<file path="src/rtl/multi_counter.sv">
// Multi-digit BCD up/down counter with a programmable tick prescaler and a
// multiplexed, active-low seven-segment display driver.
module multi_counter #(
   parameter int DIGITS = 4,
   parameter int DIV_W  = 32,
   parameter int SCAN_W = 17
) (
   input  logic                multi_counter_port_clk,
   input  logic                multi_counter_port_rst,
   input  logic                multi_counter_port_clk_rst,
   input  logic [4:0]          multi_counter_port_clk_factor,
   input  logic                multi_counter_port_en,
   input  logic                multi_counter_port_up,
   input  logic                multi_counter_port_load,
   input  logic [4*DIGITS-1:0] multi_counter_port_load_val,
   input  logic                multi_counter_port_blank_lz,
   output logic [4*DIGITS-1:0] multi_counter_port_count,
   output logic                multi_counter_port_tc,
   output logic [6:0]          multi_counter_port_ssd,
   output logic [7:0]          multi_counter_port_an
);
   localparam int CW = 4*DIGITS;

   logic [DIV_W-1:0]  r_presc;
   logic [SCAN_W-1:0] r_scan;
   logic [2:0]        r_idx;
   logic [CW-1:0]     r_count;
   logic              r_tc;
   logic [7:0]        r_an;
   logic [6:0]        r_ssd;

   logic [DIV_W-1:0]  w_mask;
   logic              w_tick;
   logic [CW-1:0]     w_load_sat;
   logic [CW-1:0]     w_next;
   logic              w_wrap;
   logic [3:0]        w_digit;
   logic              w_higher_zero;
   logic              w_blank;
   logic [7:0]        w_an;
   logic [6:0]        w_seg;

   // Factors at or above DIV_W set every mask bit, which clamps them naturally.
   // NOTE: every always_comb output is given a default first so no path infers a latch.
   always_comb begin
      w_mask = '0;
      for (int i = 0; i < DIV_W; i++)
         w_mask[i] = ({27'd0, multi_counter_port_clk_factor} > i);
      w_tick = &(r_presc | ~w_mask);
   end

   always_comb begin : bcd_step
      logic carry;
      w_load_sat = '0;
      w_next     = r_count;
      carry      = 1'b1;
      for (int d = 0; d < DIGITS; d++) begin
         w_load_sat[4*d +: 4] = (multi_counter_port_load_val[4*d +: 4] > 4'd9) ?
                                4'd9 : multi_counter_port_load_val[4*d +: 4];
         if (carry) begin
            if (multi_counter_port_up) begin
               if (r_count[4*d +: 4] == 4'd9) begin
                  w_next[4*d +: 4] = 4'd0;
               end else begin
                  w_next[4*d +: 4] = r_count[4*d +: 4] + 4'd1;
                  carry            = 1'b0;
               end
            end else begin
               if (r_count[4*d +: 4] == 4'd0) begin
                  w_next[4*d +: 4] = 4'd9;
               end else begin
                  w_next[4*d +: 4] = r_count[4*d +: 4] - 4'd1;
                  carry            = 1'b0;
               end
            end
         end
      end
      w_wrap = carry;
   end

   // NOTE: sequential state is written with non-blocking assignments only.
   always_ff @(posedge multi_counter_port_clk or posedge multi_counter_port_rst) begin
      if (multi_counter_port_rst)
         r_presc <= '0;
      else if (multi_counter_port_clk_rst)
         r_presc <= '0;
      else
         r_presc <= r_presc + DIV_W'(1);
   end

   always_ff @(posedge multi_counter_port_clk or posedge multi_counter_port_rst) begin
      if (multi_counter_port_rst) begin
         r_count <= '0;
         r_tc    <= 1'b0;
      end else if (multi_counter_port_load) begin
         r_count <= w_load_sat;
         r_tc    <= 1'b0;
      end else if (w_tick && multi_counter_port_en) begin
         r_count <= w_next;
         r_tc    <= w_wrap;
      end else begin
         r_tc    <= 1'b0;
      end
   end

   always_ff @(posedge multi_counter_port_clk or posedge multi_counter_port_rst) begin
      if (multi_counter_port_rst) begin
         r_scan <= '0;
         r_idx  <= 3'd0;
      end else if (multi_counter_port_clk_rst) begin
         r_scan <= '0;
         r_idx  <= 3'd0;
      end else begin
         r_scan <= r_scan + SCAN_W'(1);
         if (&r_scan)
            r_idx <= (r_idx == 3'(DIGITS-1)) ? 3'd0 : r_idx + 3'd1;
      end
   end

   // A digit blanks only when it and every more significant digit are zero.
   always_comb begin
      w_digit       = 4'd0;
      w_higher_zero = 1'b1;
      w_an          = 8'hFF;
      for (int d = 0; d < DIGITS; d++) begin
         if (3'(d) == r_idx) begin
            w_digit = r_count[4*d +: 4];
            w_an[d] = 1'b0;
         end else if ((3'(d) > r_idx) && (r_count[4*d +: 4] != 4'd0)) begin
            w_higher_zero = 1'b0;
         end
      end
      w_blank = multi_counter_port_blank_lz && (w_digit == 4'd0) &&
                w_higher_zero && (r_idx != 3'd0);
      case (w_digit)
         4'd0:    w_seg = 7'b1000000;
         4'd1:    w_seg = 7'b1111001;
         4'd2:    w_seg = 7'b0100100;
         4'd3:    w_seg = 7'b0110000;
         4'd4:    w_seg = 7'b0011001;
         4'd5:    w_seg = 7'b0010010;
         4'd6:    w_seg = 7'b0000010;
         4'd7:    w_seg = 7'b1111000;
         4'd8:    w_seg = 7'b0000000;
         4'd9:    w_seg = 7'b0010000;
         default: w_seg = 7'b1111111;
      endcase
      if (w_blank)
         w_seg = 7'b1111111;
   end

   always_ff @(posedge multi_counter_port_clk or posedge multi_counter_port_rst) begin
      if (multi_counter_port_rst) begin
         r_an  <= 8'hFE;
         r_ssd <= 7'b1000000;
      end else begin
         r_an  <= w_an;
         r_ssd <= w_seg;
      end
   end

   assign multi_counter_port_count = r_count;
   assign multi_counter_port_tc    = r_tc;
   assign multi_counter_port_an    = r_an;
   assign multi_counter_port_ssd   = r_ssd;

endmodule

</file>
<file path="config.mk">
export PLATFORM = sky130hd
export DESIGN_NAME = multi_counter
export DESIGN_NICKNAME = d
export VERILOG_FILES = /design/src/rtl/multi_counter.sv
export SDC_FILE = /design/constraint.sdc
export NUM_CORES = 1
export LEC_CHECK = 0
export CORE_UTILIZATION = 52
export CTS_BUF_LIST = sky130_fd_sc_hd__clkbuf_4
export DETAILED_ROUTE_END_ITERATION = 16
export PLACE_DENSITY = 0.78
export SYNTH_ARGS = -nofsm -noshare
export SYNTH_HDL_FRONTEND = slang
export SYNTH_SLANG_ARGS = --single-unit
export TNS_END_PERCENT = 100
</file>
<file path="constraint.sdc">
create_clock -name multi_counter_port_clk -period 2.3 [get_ports multi_counter_port_clk]
set_input_delay 0.23 -clock multi_counter_port_clk [delete_from_list [all_inputs] [get_ports multi_counter_port_clk]]
set_output_delay 0.23 -clock multi_counter_port_clk [all_outputs]
set_load 0.005 [all_outputs]
</file>
[Word level (Yosys, flattened, before mapping)]
Memory sizes are Yosys's and may differ from the RTL's.
Index checks and enable logic that the tools add are counted.
Word-level totals
  bits in registers: 80
  memory bits (read-only): 112
  input bits: 28
  output and inout port bits: 32
  memories: 1
Memory list
  (name not given): depth 16, width 7, rd ports 1, clocked after Yosys merged registers in 0, write ports 0, line 135  | case (w_digit)
Cells by class
  $add $sub $neg: 11
  order comparisons: 39
  equality and inequality tests: 8
  muxes and demuxes: 60
  bitwise logic cells: 2
  reduce and logical (&&, ||, !) cells: 29
Operators by type and width (number)
  4-bit 2-to-1 mux: 23
  5-bit > comparator, second input constant: 15
  5-bit by 4-bit > comparator with 1-bit output, second input constant: 8
  32-bit by 1-bit adder with 32-bit output, second input constant: 1
  16-bit 2-to-1 mux: 2
  32-bit 2-to-1 mux: 1
  31-bit NOT with 32-bit output: 1
  32-bit bitwise OR: 1
  32-bit AND reduction: 1
  1-bit 2-to-1 mux: 29
  5-bit by 3-bit > comparator with 1-bit output, second input constant: 4
  4-bit logical NOT: 5
  17-bit by 1-bit adder with 17-bit output, second input constant: 1
  17-bit 2-to-1 mux: 1
  17-bit AND reduction: 1
  4-bit by 1-bit adder with 4-bit output, second input constant: 4
  4-bit == test, second input constant: 4
  4-bit > comparator, second input constant: 4
  4-bit nonzero test: 4
  4-bit by 1-bit subtractor with 4-bit output, second input constant: 4
  5-bit by 1-bit > comparator with 1-bit output, second input constant: 2
  5-bit by 2-bit > comparator with 1-bit output, second input constant: 2
  2-bit nonzero test: 5
  3-bit 2-to-1 mux: 3
  11 further kinds: 23

[Longest topological paths before layout]
Gate-level depths: netlist (run 1).
  depth after elaboration: 13
  gate-level depth with buffers: 14
  depth with buffers taken out: 14

[Worst setup path before layout (run 1)]
Ideal clock, no wire load.
  path kind: flip-flop to flip-flop
  from: register r_idx[0]
  to: register r_ssd[2] (netlist: multi_counter_port_ssd[2])
  setup time: 120 ps
  data arrival time: 2447 ps
  path slack: -267 ps
  stages on the path, launching flop included: 15
  cells stage by stage: dfrtp_1 -> inv_1 -> ha_1 -> nor2b_1 -> nand3_1 -> o211ai_1 -> o21ai_0 -> o21ai_0 -> inv_1 -> ha_1 -> o2111ai_1 -> inv_1 -> nand2_1 -> a21oi_1 -> a31o_2
Between the ends
  longest elaborated chain between the ends: 13
  elaborated cells between the ends (all ways): 31
  classes of those cells: order compare (4); eq/ne (3); mux (13); reduce/logical (10); memory (1)
Ends and longest elaborated chain
  start, declared: line 26  | logic [2:0] r_idx;
  start signal, assigned: line 116  | r_idx <= (r_idx == 3'(DIGITS-1)) ? 3'd0 : r_idx + 3'd1;
  1-bit by 3-bit > comparator with 1-bit output: line 129  | end else if ((3'(d) > r_idx) && (r_count[4*d +: 4] != 4'd0)) begin
  1-bit logical AND: line 129
  1-bit 2-to-1 mux: line 129
  1-bit 2-to-1 mux: line 126  | if (3'(d) == r_idx) begin
  1-bit 2-to-1 mux: line 129
  1-bit 2-to-1 mux: line 126
  1-bit 2-to-1 mux: line 129
  1-bit 2-to-1 mux: line 126
  1-bit 2-to-1 mux: line 129
  1-bit 2-to-1 mux: line 126
  1-bit logical AND: line 133  | w_blank = multi_counter_port_blank_lz && (w_digit == 4'd0) &&
  1-bit logical AND: line 134  | w_higher_zero && (r_idx != 3'd0);
  7-bit 2-to-1 mux (*): line 148  | if (w_blank)
  via w_seg[2]: line 41  | logic [6:0] w_seg;
  end signal, assigned: line 158  | r_ssd <= w_seg;
  end, declared: line 30  | logic [6:0] r_ssd;
The timed path passes the listed nets; every way through them passes the cells marked *.
A chain may end at the register's enable or synchronous reset.

[Worst setup path after layout (run 1)]
Same ends and word-level chain as after synthesis.

==> implementation parameters, run 1 <==
Parameter                              Value

Detailed routing
  Final Routed Wirelength    12800 um
  Total met3 wirelength after detailed routing    591 um
  Routed length per instance    15.9 um
  DRC errors left    0
  Number of optimization iterations in the first detailed-route pass    5
  Met1 layer wirelength in the final routing    5560 um
  Total number of vias    4742
  Routed wire length on met2    6350 um
  Average vias per placed instance    5.87
  DRC violation total after the first TritonRoute iteration    299
  Antenna-violating nets left    0
  Max Used Layer    met4

STA
  Slack of the critical path    -0.0532 ns
  Tightest slew margin relative to the limit    53.1%
  Post-layout min period    2.35 ns
  Count of endpoints failing hold in the final timing report    0
  Total setup violations reported at the end of the flow    2
  Measured slew at the worst slew-check pin    0.703 ns
  Clk_skew    0.0173 ns
  RSZ-0062 raised after global routing    yes
  Tightest hold margin    0.235 ns
  Pins Over Slew Limit    0
  Crit share post-route    102%
  Achievable frequency    0.425 GHz

Worst setup path
  Count of buffer and inverter cells on the critical path    3
  Worst Path Required    2.64 ns
  Kind of critical path    flip-flop to flip-flop
  Endpoint kind of the worst setup timing path    flip-flop
  Worst Path Arrival    2.69 ns
  Sequence of cells on the critical path    inv_2 > ha_2 > nor2b_4 > nand3_2 > o211ai_1 > o21ai_1 > o21ai_2 > inv_2 > ha_4 > o2111ai_2 > inv_1 > nand2_2 > a21oi_4 > a31o_2
  Cell mode on critical path    sky130_fd_sc_hd__inv_2
  Cell with the largest stage delay on the worst path    sky130_fd_sc_hd__dfrtp_1
  Slowest cell delay on critical path    0.44 ns
  Top delay family on crit path    compound AO/OA/AOI/OAI gates
  Largest fanout of any net on the critical path    5
  Category of the worst setup path launch point    flip-flop

Placement
  Detailed placement HPWL    8890 um
  Post-Place Cell Area    0.00601 mm^2
  Total instance count after detailed placement    782
  Pre-CTS setup slack    -0.558 ns
  Global placement routability congestion    0.872
  Count of buffers inserted at the top-level ports    55

Global routing
  Number of antenna violations at the first check in global routing    0
  GRT Util Overall    26.0%
  Global-route wire length before repair    20700 um
  GRT overflow    0
  Pin count of the biggest net entering global routing    52
  Number of global-route vias before repair    4507

Synth
  Fraction of synthesis flops using an asynchronous set or reset pin    100%
  Post-synthesis instance total    581
  Number of enable-type register cells in the synthesized netlist    0
  FF+latch count, synth    79
  Main synth FF type    sky130_fd_sc_hd__dfrtp_1
  Mapped cell area    0.00491 mm^2
  Avg Inst Size Synth    8.46 um^2
  Unique cell type count in the Yosys netlist    67
  Synth Warn #    0
  Fraction of the yosys area taken by sequential cells    40.3%

Cells and area
  Proportion of layout cells with a drive suffix above 1    23.0%
  Commonest non-fill, non-tap cell in the layout    sky130_fd_sc_hd__nor2_1
  Number of fill cells    709
  Final Instance Area    0.00648 mm^2
  Count of inserted antenna diode cells    0
  Net count reported at finish    731
  Area added between synthesis and finish    31.9%
  Most frequent cells in the layout    77 x sky130_fd_sc_hd__nor2_1, 69 x sky130_fd_sc_hd__buf_4, 67 x sky130_fd_sc_hd__dfrtp_1, 50 x sky130_fd_sc_hd__clkdlybuf4s50_1, 43 x sky130_fd_sc_hd__nand2_1
  Final cell count without fillers    808

Clock network
  Number of CTS-inserted buffers    9
  Clock latency reported for the late side of the worst-skew pair    0.43 ns
  Total number of clock tree sinks    79
  CTS tree    done
  Clock buffer depth    2
  CTS H-Tree Depth    3
  Clock-pin slew on the worst setup and hold paths    0.14 ns
  Cell chosen for the clock root    sky130_fd_sc_hd__clkbuf_4

Run status
  Result of the run    complete, but fails checks
  Violated checks    setup timing

Floorplanning
  Initial core utilization    53.4%
  Die Footprint    0.00984 mm^2
  Count of pins on the block boundary    60
  Die W    99.2 um
  Std cell rows    35
  Vert. Die Dim    99.2 um
  Standard cell core area    0.00920 mm^2

Run
  Max Cap Viol    0

Pwr
  Pwr/cell area    487 mW/mm^2
  Leakage Power    2.79 nW
  Peak supply drop    340 uV

Hold path
  Path type of the worst min-delay path    input pin to asynchronous set/reset pin
-- flip-flops by register name, summed over array words and instances, names as in the netlist --
name,flops
r_presc,31
r_idx,3
multi_counter_port_count,16
multi_counter_port_an,4
multi_counter_port_tc,1
r_scan,17
multi_counter_port_ssd,7
-- worst register-to-register path, stage by stage (launching register included) --
cell	delay [ns]
sky130_fd_sc_hd__dfrtp_1	0.44
sky130_fd_sc_hd__inv_2	0.08
sky130_fd_sc_hd__ha_2	0.19
sky130_fd_sc_hd__nor2b_4	0.20
sky130_fd_sc_hd__nand3_2	0.08
sky130_fd_sc_hd__o211ai_1	0.10
sky130_fd_sc_hd__o21ai_1	0.12
sky130_fd_sc_hd__o21ai_2	0.21
sky130_fd_sc_hd__inv_2	0.09
sky130_fd_sc_hd__ha_4	0.17
sky130_fd_sc_hd__o2111ai_2	0.07
sky130_fd_sc_hd__inv_1	0.11
sky130_fd_sc_hd__nand2_2	0.10
sky130_fd_sc_hd__a21oi_4	0.08
sky130_fd_sc_hd__a31o_2	0.22
-- synthesized netlist by cell type, types with 3 or more instances --
cell,count,share of area (%)
sky130_fd_sc_hd__o211ai_1,6,0.92
sky130_fd_sc_hd__and2_1,6,0.76
sky130_fd_sc_hd__nor4_1,9,1.1
sky130_fd_sc_hd__a21oi_1,27,2.7
sky130_fd_sc_hd__nor3_1,10,1.0
sky130_fd_sc_hd__buf_2,6,0.61
sky130_fd_sc_hd__o21ai_0,46,4.7
sky130_fd_sc_hd__or3_1,10,1.3
sky130_fd_sc_hd__nor2b_1,11,1.4
sky130_fd_sc_hd__inv_1,25,1.9
sky130_fd_sc_hd__a31o_2,3,0.53
sky130_fd_sc_hd__nand2_1,44,3.4
sky130_fd_sc_hd__clkbuf_1,25,1.9
sky130_fd_sc_hd__mux2i_1,5,1.0
sky130_fd_sc_hd__ha_1,11,2.8
sky130_fd_sc_hd__o21a_1,3,0.46
sky130_fd_sc_hd__nor3b_1,4,0.61
sky130_fd_sc_hd__nor2_1,78,6.0
sky130_fd_sc_hd__dfstp_2,4,2.1
sky130_fd_sc_hd__o22ai_1,3,0.38
sky130_fd_sc_hd__nand3_1,29,3.0
sky130_fd_sc_hd__a31oi_1,10,1.3
sky130_fd_sc_hd__nand4_1,8,1.0
sky130_fd_sc_hd__buf_4,4,0.61
sky130_fd_sc_hd__dfrtp_1,75,38
sky130_fd_sc_hd__a21o_1,4,0.61
sky130_fd_sc_hd__xor2_1,28,5.0
sky130_fd_sc_hd__a311oi_1,4,0.71
sky130_fd_sc_hd__and3_1,10,1.3
sky130_fd_sc_hd__a22oi_1,5,0.76
sky130_fd_sc_hd__o2111ai_1,3,0.53
sky130_fd_sc_hd__xnor2_1,19,3.4
-- routing by layer --
layer | vias to the layer above | GRT usage (%)
li1 | 2261 | -
met1 | 2296 | 34.4
met2 | 153 | 44.6
met3 | 32 | 2.95
met4 | 0 | 8.94
met5 | - | 0
-- report_power, final --
part | internal [mW] | switching (mW) | leakage [nW] | total (mW)
registers | 1.44 | 0.0607 | 1.03 | 1.50
clock network | 0.462 | 0.532 | 0.0914 | 0.994
logic | 0.340 | 0.317 | 1.67 | 0.658
total | 2.25 | 0.910 | 2.79 | 3.16
-- repair_timing --
item | 4_1_cts | 5_1_grt
hold buffers | 0 | 0
buffers inserted | 3 | 7
pin swaps | 5 | 19
gates resized for setup | 15 | 52
cloned | 0 | 0
endpoints found under the hold margin | 0 | 0
setup endpoints to repair | 15 | 26
-- through the flow --
step / util [%] / total power, mW / TNS, ns
after global routing: 70.5 / 3.29 / -1.26
after CTS: 67.8 / 3.12 / 0
after global placement: 65.3 / 2.12 / -6.59
final: 70.5 / 3.16 / -0.0557
after floorplan: - / 1.84 / -0.0116
after detailed placement: 65.3 / 2.14 / -7.86
-- final timing paths --
| path | slack (ns) | from | to | cells after the start |
|---|---|---|---|---|
| setup reg to reg | -0.05 | r_idx[0]$_DFFE_PP0P_ | multi_counter_port_ssd[2]$_DFF_PP0_ | 14 |
| min in group multi_counter_port_clk | 0.38 | multi_counter_port_load_val[14] | multi_counter_port_count[14]$_DFFE_PP0P_ | 3 |
| hold reg to reg | 0.48 | r_scan[0]$_DFF_PP0_ | r_scan[0]$_DFF_PP0_ | 1 |
| hold / removal | 0.23 | multi_counter_port_rst | multi_counter_port_ssd[5]$_DFF_PP0_ | 2 |
| max in group asynchronous | 1.45 | multi_counter_port_rst | multi_counter_port_an[1]$_DFF_PP1_ | 3 |
| setup / recovery | -0.05 | r_idx[0]$_DFFE_PP0P_ | multi_counter_port_ssd[2]$_DFF_PP0_ | 14 |
-- area by class of cell --
| type | instances | area, um^2 | area share, % |
|---|---|---|---|
| Clock buffer | 10 | 75.1 | 1.16 |
| Multi-Input combinational cell | 442 | 2890 | 44.5 |
| Timing Repair Buffer | 134 | 1200 | 18.5 |
| Clock inverter | 6 | 91.3 | 1.41 |
| Inverter | 26 | 101 | 1.56 |
| Sequential cell | 79 | 1990 | 30.7 |
| Tap cell | 111 | 139 | 2.14 |
-- cell families (layout without fill, tap and decap cells) --
family / Yosys count / in the layout / synth area share [%]
buffers and inverters: 63 / 176 / 5.58
XOR/XNOR: 47 / 47 / 8.38
other: 1 / 4 / 0.0763
adder cells (fa/ha/maj): 11 / 11 / 2.80
AND/OR/NAND/NOR: 234 / 234 / 23.5
AO/OA/AOI/OAI: 139 / 139 / 17.9
multiplexers: 7 / 7 / 1.48
flip-flops: 79 / 79 / 40.3
Note: power is estimated with default switching activity, not from simulation.
==> inputs of run 2 (changes only) <==
==> constraint.sdc (replaced) <==
create_clock -name multi_counter_port_clk -period 2.3 [get_ports multi_counter_port_clk]
set_input_delay 0.575 -clock multi_counter_port_clk [delete_from_list [all_inputs] [get_ports multi_counter_port_clk]]
set_output_delay 0.575 -clock multi_counter_port_clk [all_outputs]
set_load 0.005 [all_outputs]
==> implementation parameters, run 2 (same netlist as run 1, synthesis figures left out) <==
Parameter                              Value

Worst setup path
  Sequence of cells on the critical path    or3b_4 > nand3_1 > o211ai_1 > o21ai_1 > o21ai_2 > inv_2 > ha_4 > o2111ai_4 > buf_4 > a31o_2 > a21oi_1
  Slowest cell delay on critical path    0.47 ns
  Count of buffer and inverter cells on the critical path    2
  Category of the worst setup path launch point    flip-flop
  Worst r2r path cells    11
  Crit path from    r_idx[1]$_DFFE_PP0P_
  Worst R2R Setup Slack    -0.16 ns
  RR Endpoint    multi_counter_port_ssd[6]$_DFF_PP1_
  Startpoint of the most critical register-to-register path    r_idx[1]$_DFFE_PP0P_
  Cell with the largest stage delay on the worst path    sky130_fd_sc_hd__or3b_4
  Number of gates on the worst path with buffers counted    11
  Endpoint kind of the worst setup timing path    flip-flop
  Destination of the critical timing path    multi_counter_port_ssd[6]$_DFF_PP1_
  Worst Path Arrival    2.82 ns
  Worst Path Required    2.67 ns
  Largest fanout of any net on the critical path    8
  Top delay family on crit path    compound AO/OA/AOI/OAI gates
  Kind of critical path    flip-flop to flip-flop

Clock network
  Clock-pin slew on the worst setup and hold paths    0.14 ns
  Cell chosen for the clock root    sky130_fd_sc_hd__clkbuf_4
  CTS tree    done
  Clock buffer depth    2
  Number of CTS-inserted buffers    9
  CTS H-Tree Depth    3
  Count of hold-fix buffers inserted at cts    0
  Total number of clock tree sinks    79
  Clock latency reported for the late side of the worst-skew pair    0.44 ns

STA
  Count of endpoints failing hold in the final timing report    0
  Total setup violations reported at the end of the flow    13
  Tightest hold margin    0.472 ns
  Clk_skew    0.0145 ns
  Achievable frequency    0.407 GHz
  Slack of the critical path    -0.159 ns
  Crit share post-route    107%
  Pins Over Slew Limit    0
  RSZ-0062 raised after global routing    yes
  Post-layout min period    2.46 ns

Cells and area
  Final cell count without fillers    820
  Max reg flops    31
  Most frequent cells in the layout    77 x sky130_fd_sc_hd__nor2_1, 77 x sky130_fd_sc_hd__buf_4, 72 x sky130_fd_sc_hd__dfrtp_1, 50 x sky130_fd_sc_hd__clkdlybuf4s50_1, 43 x sky130_fd_sc_hd__nand2_1
  Proportion of layout cells with a drive suffix above 1    24.3%
  Number of fill cells    684
  Final Instance Area    0.00661 mm^2
  Reg with most FFs    r_presc
  Net count reported at finish    743
  Area added between synthesis and finish    34.5%
  Count of inserted antenna diode cells    0

Global routing
  Number of antenna violations at the first check in global routing    0
  Pin count of the biggest net entering global routing    80
  Global-route wire length before repair    21500 um
  GRT Util Overall    27.2%
  GRT overflow    0
  Number of global-route vias before repair    4680

Floorplanning
  Count of pins on the block boundary    60
  Die W    99.2 um
  Die Footprint    0.00984 mm^2
  Standard cell core area    0.00920 mm^2
  Initial core utilization    53.4%
  Vert. Die Dim    99.2 um
  Std cell rows    35

Detailed routing
  Number of optimization iterations in the first detailed-route pass    5
  Total number of vias    4875
  Average vias per placed instance    5.95
  Antenna-violating nets left    0
  DRC errors left    0
  Final Routed Wirelength    13300 um
  Routed length per instance    16.2 um
  DRC violation total after the first TritonRoute iteration    252

Pwr
  Pwr/cell area    465 mW/mm^2
  Peak supply drop    246 uV
  Leakage Power    2.86 nW

Placement
  Post-Place Cell Area    0.00600 mm^2
  Total instance count after detailed placement    777
  Detailed placement HPWL    8550 um
  Count of buffers inserted at the top-level ports    55
  Pre-CTS setup slack    -0.770 ns
  Global placement routability congestion    0.883

Run status
  Violated checks    setup timing
  Result of the run    complete, but fails checks

Hold path
  Path type of the worst min-delay path    flip-flop to flip-flop

Run
  Max Cap Viol    0
==> run 2: cell types whose count changed in the layout (fill, tap and decap cells not counted), sizes merged <==
cell,before,now
buf,79,94
bufinv,2,1
clkbuf,10,11
clkdlybuf4s15,0,2
clkinvlp,1,3
dlygate4sd2,3,0
dlymetal6s2s,2,0
inv,27,25
==> run 2: area by class of cell <==
cell class	count	area, um^2	area share (%)
Sequential cell	79	1990	30.0
Clock inverter	5	58.8	0.889
Multi-Input combinational cell	442	2920	44.2
Clock buffer	11	82.6	1.25
Timing Repair Buffer	146	1320	20.0
Inverter	26	101	1.53
Tap cell	111	139	2.10
==> run 2: power by group <==
group / internal [mW] / leakage, nW / switching (mW)
logic: 0.363 / 1.75 / 0.340
registers: 1.44 / 1.04 / 0.0599
clock network: 0.356 / 0.0731 / 0.512
==> run 2: worst min path at each step <==
stage / from / endpoint / slack [ns] / depth (start not counted)
CTS: r_scan[0]$_DFF_PP0_ / r_scan[0]$_DFF_PP0_ / 0.48 / 1
finish: r_scan[0]$_DFF_PP0_ / r_scan[0]$_DFF_PP0_ / 0.47 / 1
floorplan: r_scan[0]$_DFF_PP0_ / r_scan[0]$_DFF_PP0_ / 0.43 / 1
global placement: r_scan[0]$_DFF_PP0_ / r_scan[0]$_DFF_PP0_ / 0.45 / 1
detailed placement: r_scan[0]$_DFF_PP0_ / r_scan[0]$_DFF_PP0_ / 0.46 / 1
global route: r_scan[0]$_DFF_PP0_ / r_scan[0]$_DFF_PP0_ / 0.51 / 1
==> run 2: stage by stage <==
| stage | util [%] | power (mW) | TNS, ns |
|---|---|---|---|
| 2_1_floorplan | - | 1.85 | -0.244 |
| 3_3_place_gp | 65.2 | 2.11 | -11.38 |
| 3_5_place_dp | 65.2 | 2.13 | -12.64 |
| 4_1_cts | 69.1 | 3.05 | -0.0173 |
| 5_1_grt | 71.9 | 3.23 | -2.31 |
| 6_report | 71.9 | 3.07 | -1.05 |
==> run 2: routing by layer <==
metal | share of wire [%] | track usage [%]
met1 | 42 | 34.7
met2 | 50 | 45.1
met3 | 5.4 | 5.48
met4 | 2.5 | 11.2
met5 | 0 | 0
==> run 2: timing repair <==
action / in CTS / in global routing
endpoints found under the setup margin: 24 / 31
buffers inserted: 16 / 11
resized for setup: 42 / 51
pin swaps: 18 / 28
